File: config.mk
export PLATFORM = sky130hd
export DESIGN_NAME = btn_mode_arbiter
export DESIGN_NICKNAME = d
export VERILOG_FILES = /design/src/rtl/btn_mode_arbiter.sv
export SDC_FILE = /design/constraint.sdc
export NUM_CORES = 1
export LEC_CHECK = 0
export ABC_CLOCK_PERIOD_IN_PS = 4300
export BUFFER_PORTS_ARGS = -buffer_cell sky130_fd_sc_hd__buf_2
export CAP_MARGIN = 0
export CORE_MARGIN = 2
export CORE_UTILIZATION = 36
export CTS_BUF_LIST = sky130_fd_sc_hd__clkbuf_8 sky130_fd_sc_hd__clkbuf_16
export CTS_CLUSTER_SIZE = 10
export DETAILED_ROUTE_END_ITERATION = 6
export GPL_ROUTABILITY_DRIVEN = 0
export PLACE_DENSITY_LB_ADDON = 0.25
export SLEW_MARGIN = 0
export SYNTH_ARGS = -nofsm -noshare
export SYNTH_HDL_FRONTEND = slang
export SYNTH_SLANG_ARGS = --single-unit
File: constraint.sdc
create_clock -name clk_1k -period 4.3 [get_ports clk_1k]
set_input_delay 0.215 -clock clk_1k [delete_from_list [all_inputs] [get_ports clk_1k]]
set_output_delay 0.215 -clock clk_1k [all_outputs]
set_load 0.01 [all_outputs]
File: src/rtl/btn_mode_arbiter.sv
// ---------------------------------------------------------------------------
// btn_mode_arbiter
//
// Front-end for the DigitalClock board inputs. It synchronises the slide
// switches and push-buttons, debounces every button, and turns each debounced
// rising edge into a one-cycle event. That event goes to exactly one consumer
// bus, chosen by the active mode. Around every mode change, and after reset,
// button traffic is blocked. The block lifts only after a fixed window has
// elapsed and every button has been released, so a press can never leak
// across modes.
//
// Parameters
//   N_BTN        number of push-buttons
//   DEBOUNCE_MS  stable cycles before a debounced level changes (1 cycle = 1 ms)
//   BLOCK_MS     blocking window length; must exceed DEBOUNCE_MS + 2
//
// Ports
//   clk_1k         1 kHz system clock
//   clr_sw_n       asynchronous active-low reset
//   alarm_sw       raw alarm-mode switch       (highest priority)
//   stopwatch_sw   raw stopwatch-mode switch
//   timer_sw       raw timer-mode switch       (lowest priority)
//   btn            raw active-high buttons
//   mode           active mode: 0 clock, 1 alarm, 2 stopwatch, 3 timer
//   clk_btn_pulse  button events for the clock-set datapath
//   alm_btn_pulse  button events for the alarm datapath
//   sw_btn_pulse   button events for the stopwatch datapath
//   tmr_btn_pulse  button events for the timer datapath
//   mode_change    one-cycle pulse on every change of mode
//   blocked        high while button events are suppressed
// ---------------------------------------------------------------------------
module btn_mode_arbiter #(
    parameter int N_BTN       = 9,
    parameter int DEBOUNCE_MS = 20,
    parameter int BLOCK_MS    = 100
) (
    input  logic             clk_1k,
    input  logic             clr_sw_n,
    input  logic             alarm_sw,
    input  logic             stopwatch_sw,
    input  logic             timer_sw,
    input  logic [N_BTN-1:0] btn,
    output logic [1:0]       mode,
    output logic [N_BTN-1:0] clk_btn_pulse,
    output logic [N_BTN-1:0] alm_btn_pulse,
    output logic [N_BTN-1:0] sw_btn_pulse,
    output logic [N_BTN-1:0] tmr_btn_pulse,
    output logic             mode_change,
    output logic             blocked
);

    localparam int DB_W  = $clog2(DEBOUNCE_MS + 1);
    localparam int BLK_W = $clog2(BLOCK_MS + 1);

    typedef enum logic [1:0] {
        MODE_CLOCK     = 2'd0,
        MODE_ALARM     = 2'd1,
        MODE_STOPWATCH = 2'd2,
        MODE_TIMER     = 2'd3
    } mode_e;

    typedef enum logic [1:0] {
        S_BLOCK,
        S_WAIT_REL,
        S_ACTIVE
    } state_e;

    // ---------------- input synchronisers ----------------
    // Switch bit order: [0] alarm, [1] stopwatch, [2] timer.
    logic [2:0]       sw_meta, sw_sync;
    logic [N_BTN-1:0] btn_meta, btn_sync;

    // NOTE: sequential state is always written with non-blocking assignments,
    // so every flop samples the values from before the edge.
    always_ff @(posedge clk_1k or negedge clr_sw_n) begin
        if (!clr_sw_n) begin
            sw_meta  <= '0;
            sw_sync  <= '0;
            btn_meta <= '0;
            btn_sync <= '0;
        end else begin
            sw_meta  <= {timer_sw, stopwatch_sw, alarm_sw};
            sw_sync  <= sw_meta;
            btn_meta <= btn;
            btn_sync <= btn_meta;
        end
    end

    // ---------------- debounce + edge detect ----------------
    logic [DB_W-1:0]  db_cnt [N_BTN];
    logic [N_BTN-1:0] deb, deb_d;
    logic [N_BTN-1:0] rise;

    // NOTE: db_cnt is an array of ordinary flops rather than a RAM, so it is
    // cleared element by element in reset like any other register.
    always_ff @(posedge clk_1k or negedge clr_sw_n) begin
        if (!clr_sw_n) begin
            for (int i = 0; i < N_BTN; i++) db_cnt[i] <= '0;
            deb   <= '0;
            deb_d <= '0;
        end else begin
            deb_d <= deb;
            for (int i = 0; i < N_BTN; i++) begin
                if (btn_sync[i] == deb[i]) begin
                    db_cnt[i] <= '0;
                end else if (db_cnt[i] == DB_W'(DEBOUNCE_MS)) begin
                    deb[i]    <= btn_sync[i];
                    db_cnt[i] <= '0;
                end else begin
                    db_cnt[i] <= db_cnt[i] + 1'b1;
                end
            end
        end
    end

    // Only press edges are events; releases are silent.
    assign rise = deb & ~deb_d;

    // ---------------- mode resolution ----------------
    mode_e resolved_mode;

    // NOTE: the default assignment up front keeps this block purely
    // combinational; without it an uncovered path would infer a latch.
    always_comb begin
        resolved_mode = MODE_CLOCK;
        if (sw_sync[0])      resolved_mode = MODE_ALARM;
        else if (sw_sync[1]) resolved_mode = MODE_STOPWATCH;
        else if (sw_sync[2]) resolved_mode = MODE_TIMER;
    end

    // ---------------- blocking FSM + event routing ----------------
    // mode_req registers the resolved mode once more, which places the mode
    // update three edges after a switch edge is first sampled.
    state_e           state;
    mode_e            mode_req;
    logic [BLK_W-1:0] blk_cnt;

    always_ff @(posedge clk_1k or negedge clr_sw_n) begin
        if (!clr_sw_n) begin
            state         <= S_BLOCK;
            mode_req      <= MODE_CLOCK;
            blk_cnt       <= '0;
            mode          <= MODE_CLOCK;
            mode_change   <= 1'b0;
            blocked       <= 1'b1;
            clk_btn_pulse <= '0;
            alm_btn_pulse <= '0;
            sw_btn_pulse  <= '0;
            tmr_btn_pulse <= '0;
        end else begin
            mode_req      <= resolved_mode;
            mode_change   <= 1'b0;
            clk_btn_pulse <= '0;
            alm_btn_pulse <= '0;
            sw_btn_pulse  <= '0;
            tmr_btn_pulse <= '0;

            if (mode_req != mode) begin
                // A mode change outranks everything, including a rise landing
                // on this edge, and restarts the window from any state.
                mode        <= mode_req;
                mode_change <= 1'b1;
                blk_cnt     <= '0;
                state       <= S_BLOCK;
                blocked     <= 1'b1;
            end else begin
                case (state)
                    S_BLOCK: begin
                        if (blk_cnt == BLK_W'(BLOCK_MS)) begin
                            blk_cnt <= '0;
                            state   <= S_WAIT_REL;
                        end else begin
                            blk_cnt <= blk_cnt + 1'b1;
                        end
                    end
                    S_WAIT_REL: begin
                        // Buttons held across the change must be released
                        // before anything can fire in the new mode.
                        if (deb == '0) begin
                            state   <= S_ACTIVE;
                            blocked <= 1'b0;
                        end
                    end
                    S_ACTIVE: begin
                        case (mode)
                            MODE_CLOCK:     clk_btn_pulse <= rise;
                            MODE_ALARM:     alm_btn_pulse <= rise;
                            MODE_STOPWATCH: sw_btn_pulse  <= rise;
                            MODE_TIMER:     tmr_btn_pulse <= rise;
                            default:        clk_btn_pulse <= '0;
                        endcase
                    end
                    default: begin
                        state   <= S_BLOCK;
                        blk_cnt <= '0;
                        blocked <= 1'b1;
                    end
                endcase
            end
        end
    end

endmodule

==> out/metrics.csv <==
metric,value,unit
cts.sinks,138,
ys_ff_latch,138,
utilization,45.23,%
tightest_slew,1.009,ns
syn_nets,458,
path_class,flop to flop,
min_path_type,input port to asynchronous set/reset pin,
synth_area_leader_cell,dfrtp_1,
whs,-0.07532,ns
end_kind,flop,
drv_slew,0,
relSlewSlack,32.76,%
ant_nets,0,
fin_skew,0.004912,ns
wirelength,9.340,mm
cts_buffers,17,
synth_common_cells,"dfrtp_1 (137), nor2_1 (79), xor2_1 (27)",
yosysWarnings,0,
dieWidth,124.9,µm
cts_tree,yes,
initial_utilization,36.48,%
dr_wl_met3,370,µm
synth_most_common_cell,dfrtp_1,
synth_area_leaders,"dfrtp_1 (65%), nor2_1 (5.6%), ha_1 (5.5%)",
status,"finished, violations left",
ios,54,
postCtsSetupRepairBufs,0,
synth_edf_count,0,
clock_latency,0.41,ns
antenna_found_initial,0,
syn_to_final_growth,24.00,%
worstRegToRegCells,4,
grt_overflow,0,
crit_path_start_kind,flop,
met1Wirelength,4.674,mm
cp.arrival,2.27,ns
synth-main-ff-cell,dfrtp_1,
drc,0,
ys_async_sr_fraction,100.0,%
ys_types,38,
setup_slack,2.357,ns
grt_pass1_wl,15.84,mm
hold_violations,63,
drtIter0Drc,171,
dr.max_layer_used,met4,
worst_ir_drop_vdd,266.1,µV
finalCriticalPeriod,1.943,ns
violations,hold timing,
fp.dieArea,15600,µm²
track_usage,13.17,%
diodes,0,
fin_crit_sh,45.18,%
fin_nets,536,
cp_max_fo,10,
dpl.hpwl,6.275,mm
crit_required,4.63,ns
power.leakage,3.161,nW
grt_start_max_net_pins,115,
fp.dieH,124.9,µm
rsz0062_at_grt,no,
setup_viol,0,
viasPerCell,4.483,
final_layout_size_suffix_gt1_share,19.53,%
dr.pass1.iters,4,
clock_path_buffers,2,
clkTransAtPathRegs,0.06,ns
wire_per_inst,13.42,µm
power_density,473.9,nW/µm²
htreeDepth,4,
vias,3120,
syn_avg_cell_area,12.50,µm²
synthCells,421,
grt_pass1_vias,3141,
syn_area,5261,µm²
r2r_setup_slack,2.36,ns
coreArea,14420,µm²
cts_root_buf,clkbuf_16,
io_buffers,53,
ys_seq_area_share,65.66,%
place_ws,2.358,ns
synth_top_area_share,65.16,%
max_freq,514.7,MHz
rows,44,
max_cap_violations,0,
dr_wl_met2,4.099,mm
fill_cells,1310,
tns,0,ns
[where the power goes]
part / internal, W / switching [W]
clock: 0.00107 / 0.000526
combinational: 0.0000499 / 0.0000728
sequential: 0.00134 / 0.0000324
total: 0.00246 / 0.000631
[per-stage QoR]
stage,cells,total power [W],hold WS (ns),area [µm²]
4_1_cts,696,0.003132,0.0005747,6524
6_report,696,0.003091,-0.07532,6524
5_1_grt,696,0.003214,0.03492,6524
3_5_place_dp,652,0.001511,0.3243,5743
3_3_place_gp,652,0.001506,0.3230,5743
2_1_floorplan,421,0.001455,-0.08059,5261
[flip-flops by register name, summed over array words and instances (netlist names), 7 cells and up]
| register | cells |
|---|---|
| btn_meta | 9 |
| alm_btn_pulse | 9 |
| deb_d | 9 |
| deb | 9 |
| blk_cnt | 7 |
| tmr_btn_pulse | 9 |
| sw_btn_pulse | 9 |
| db_cnt | 45 |
| clk_btn_pulse | 9 |
| btn_sync | 9 |
[cells by family (layout without fill, tap and decap cells)]
kind of cell / Yosys count / count (layout) / synth area share, %
buffers and inverters: 33 / 124 / 2.378
adders and majority gates: 23 / 23 / 5.470
and+or+nand+nor: 156 / 156 / 14.60
AOI/OAI and AO/OA: 20 / 20 / 2.663
xor gates and xnor gates: 41 / 41 / 7.111
DFF: 138 / 138 / 65.66
muxes: 10 / 10 / 2.117
[worst max-delay path, cell delays in order, from the launching register on]
cell and delay (ns):
dfrtp_1 0.44, xnor2_2 0.32, and2_1 0.41, nand4_1 0.47, nor2_1 0.22
[path summary, 6_finish.rpt]
kind                                     to   startpoint
max in group asynchronous            deb[8]     clr_sw_n
setup / recovery           tmr_btn_pulse[1]      mode[0]
setup reg to reg           tmr_btn_pulse[1]      mode[0]
hold / removal                   db_cnt[27]     clr_sw_n
min in group clk_1k             btn_sync[8]  btn_meta[8]
hold reg to reg                 btn_sync[8]  btn_meta[8]
[layout by cell type (no fill, tap or decap), types with 2 or more instances in the layout]
| cell | netlist | final |
|---|---|---|
| xor2_1 | 27 | 27 |
| bufinv_16 | 0 | 5 |
| o21ai_0 | 3 | 3 |
| ha_1 | 23 | 23 |
| nand4b_1 | 11 | 11 |
| mux2_2 | 9 | 9 |
| nand2_1 | 11 | 11 |
| buf_2 | 1 | 52 |
| and2_1 | 9 | 9 |
| nor2_1 | 79 | 79 |
| nand3_1 | 24 | 24 |
| clkbuf_8 | 0 | 3 |
| dlygate4sd3_1 | 0 | 12 |
| dfrtp_1 | 137 | 137 |
| or3b_1 | 2 | 2 |
| nand4_1 | 2 | 2 |
| o21a_1 | 2 | 2 |
| xnor2_2 | 2 | 2 |
| clkinv_2 | 0 | 3 |
| nand2b_1 | 10 | 10 |
| xnor2_1 | 12 | 12 |
| inv_1 | 26 | 27 |
| a21o_1 | 2 | 2 |
| clkbuf_16 | 0 | 17 |
| a31oi_1 | 3 | 3 |
| o31ai_1 | 4 | 4 |
[layer usage]
metal / up-vias / track usage, %
li1: 1525 / -
met1: 1529 / 18.40
met2: 52 / 18.39
met3: 14 / 4.124
met4: 0 / 6.863
met5: - / 0
[what timing repair did]
action	4_1_cts	5_1_grt
hold buffers	12	0
hold endpoints to repair	12	0
gates resized for setup	0	0
[area by class of cell]
cell class                 count  area, µm²  share of cell area [%]
timing repair buffer          66      399.1                   6.118
clock inverter                12      193.9                   2.973
multi-input combinational    250       1682                   25.78
inverter                      26      97.59                   1.496
clock buffer                  20      466.7                   7.154
sequential                   138       3455                   52.95
tap                          184      230.2                   3.529
No activity file was read; power rests on OpenSTA's default activity.
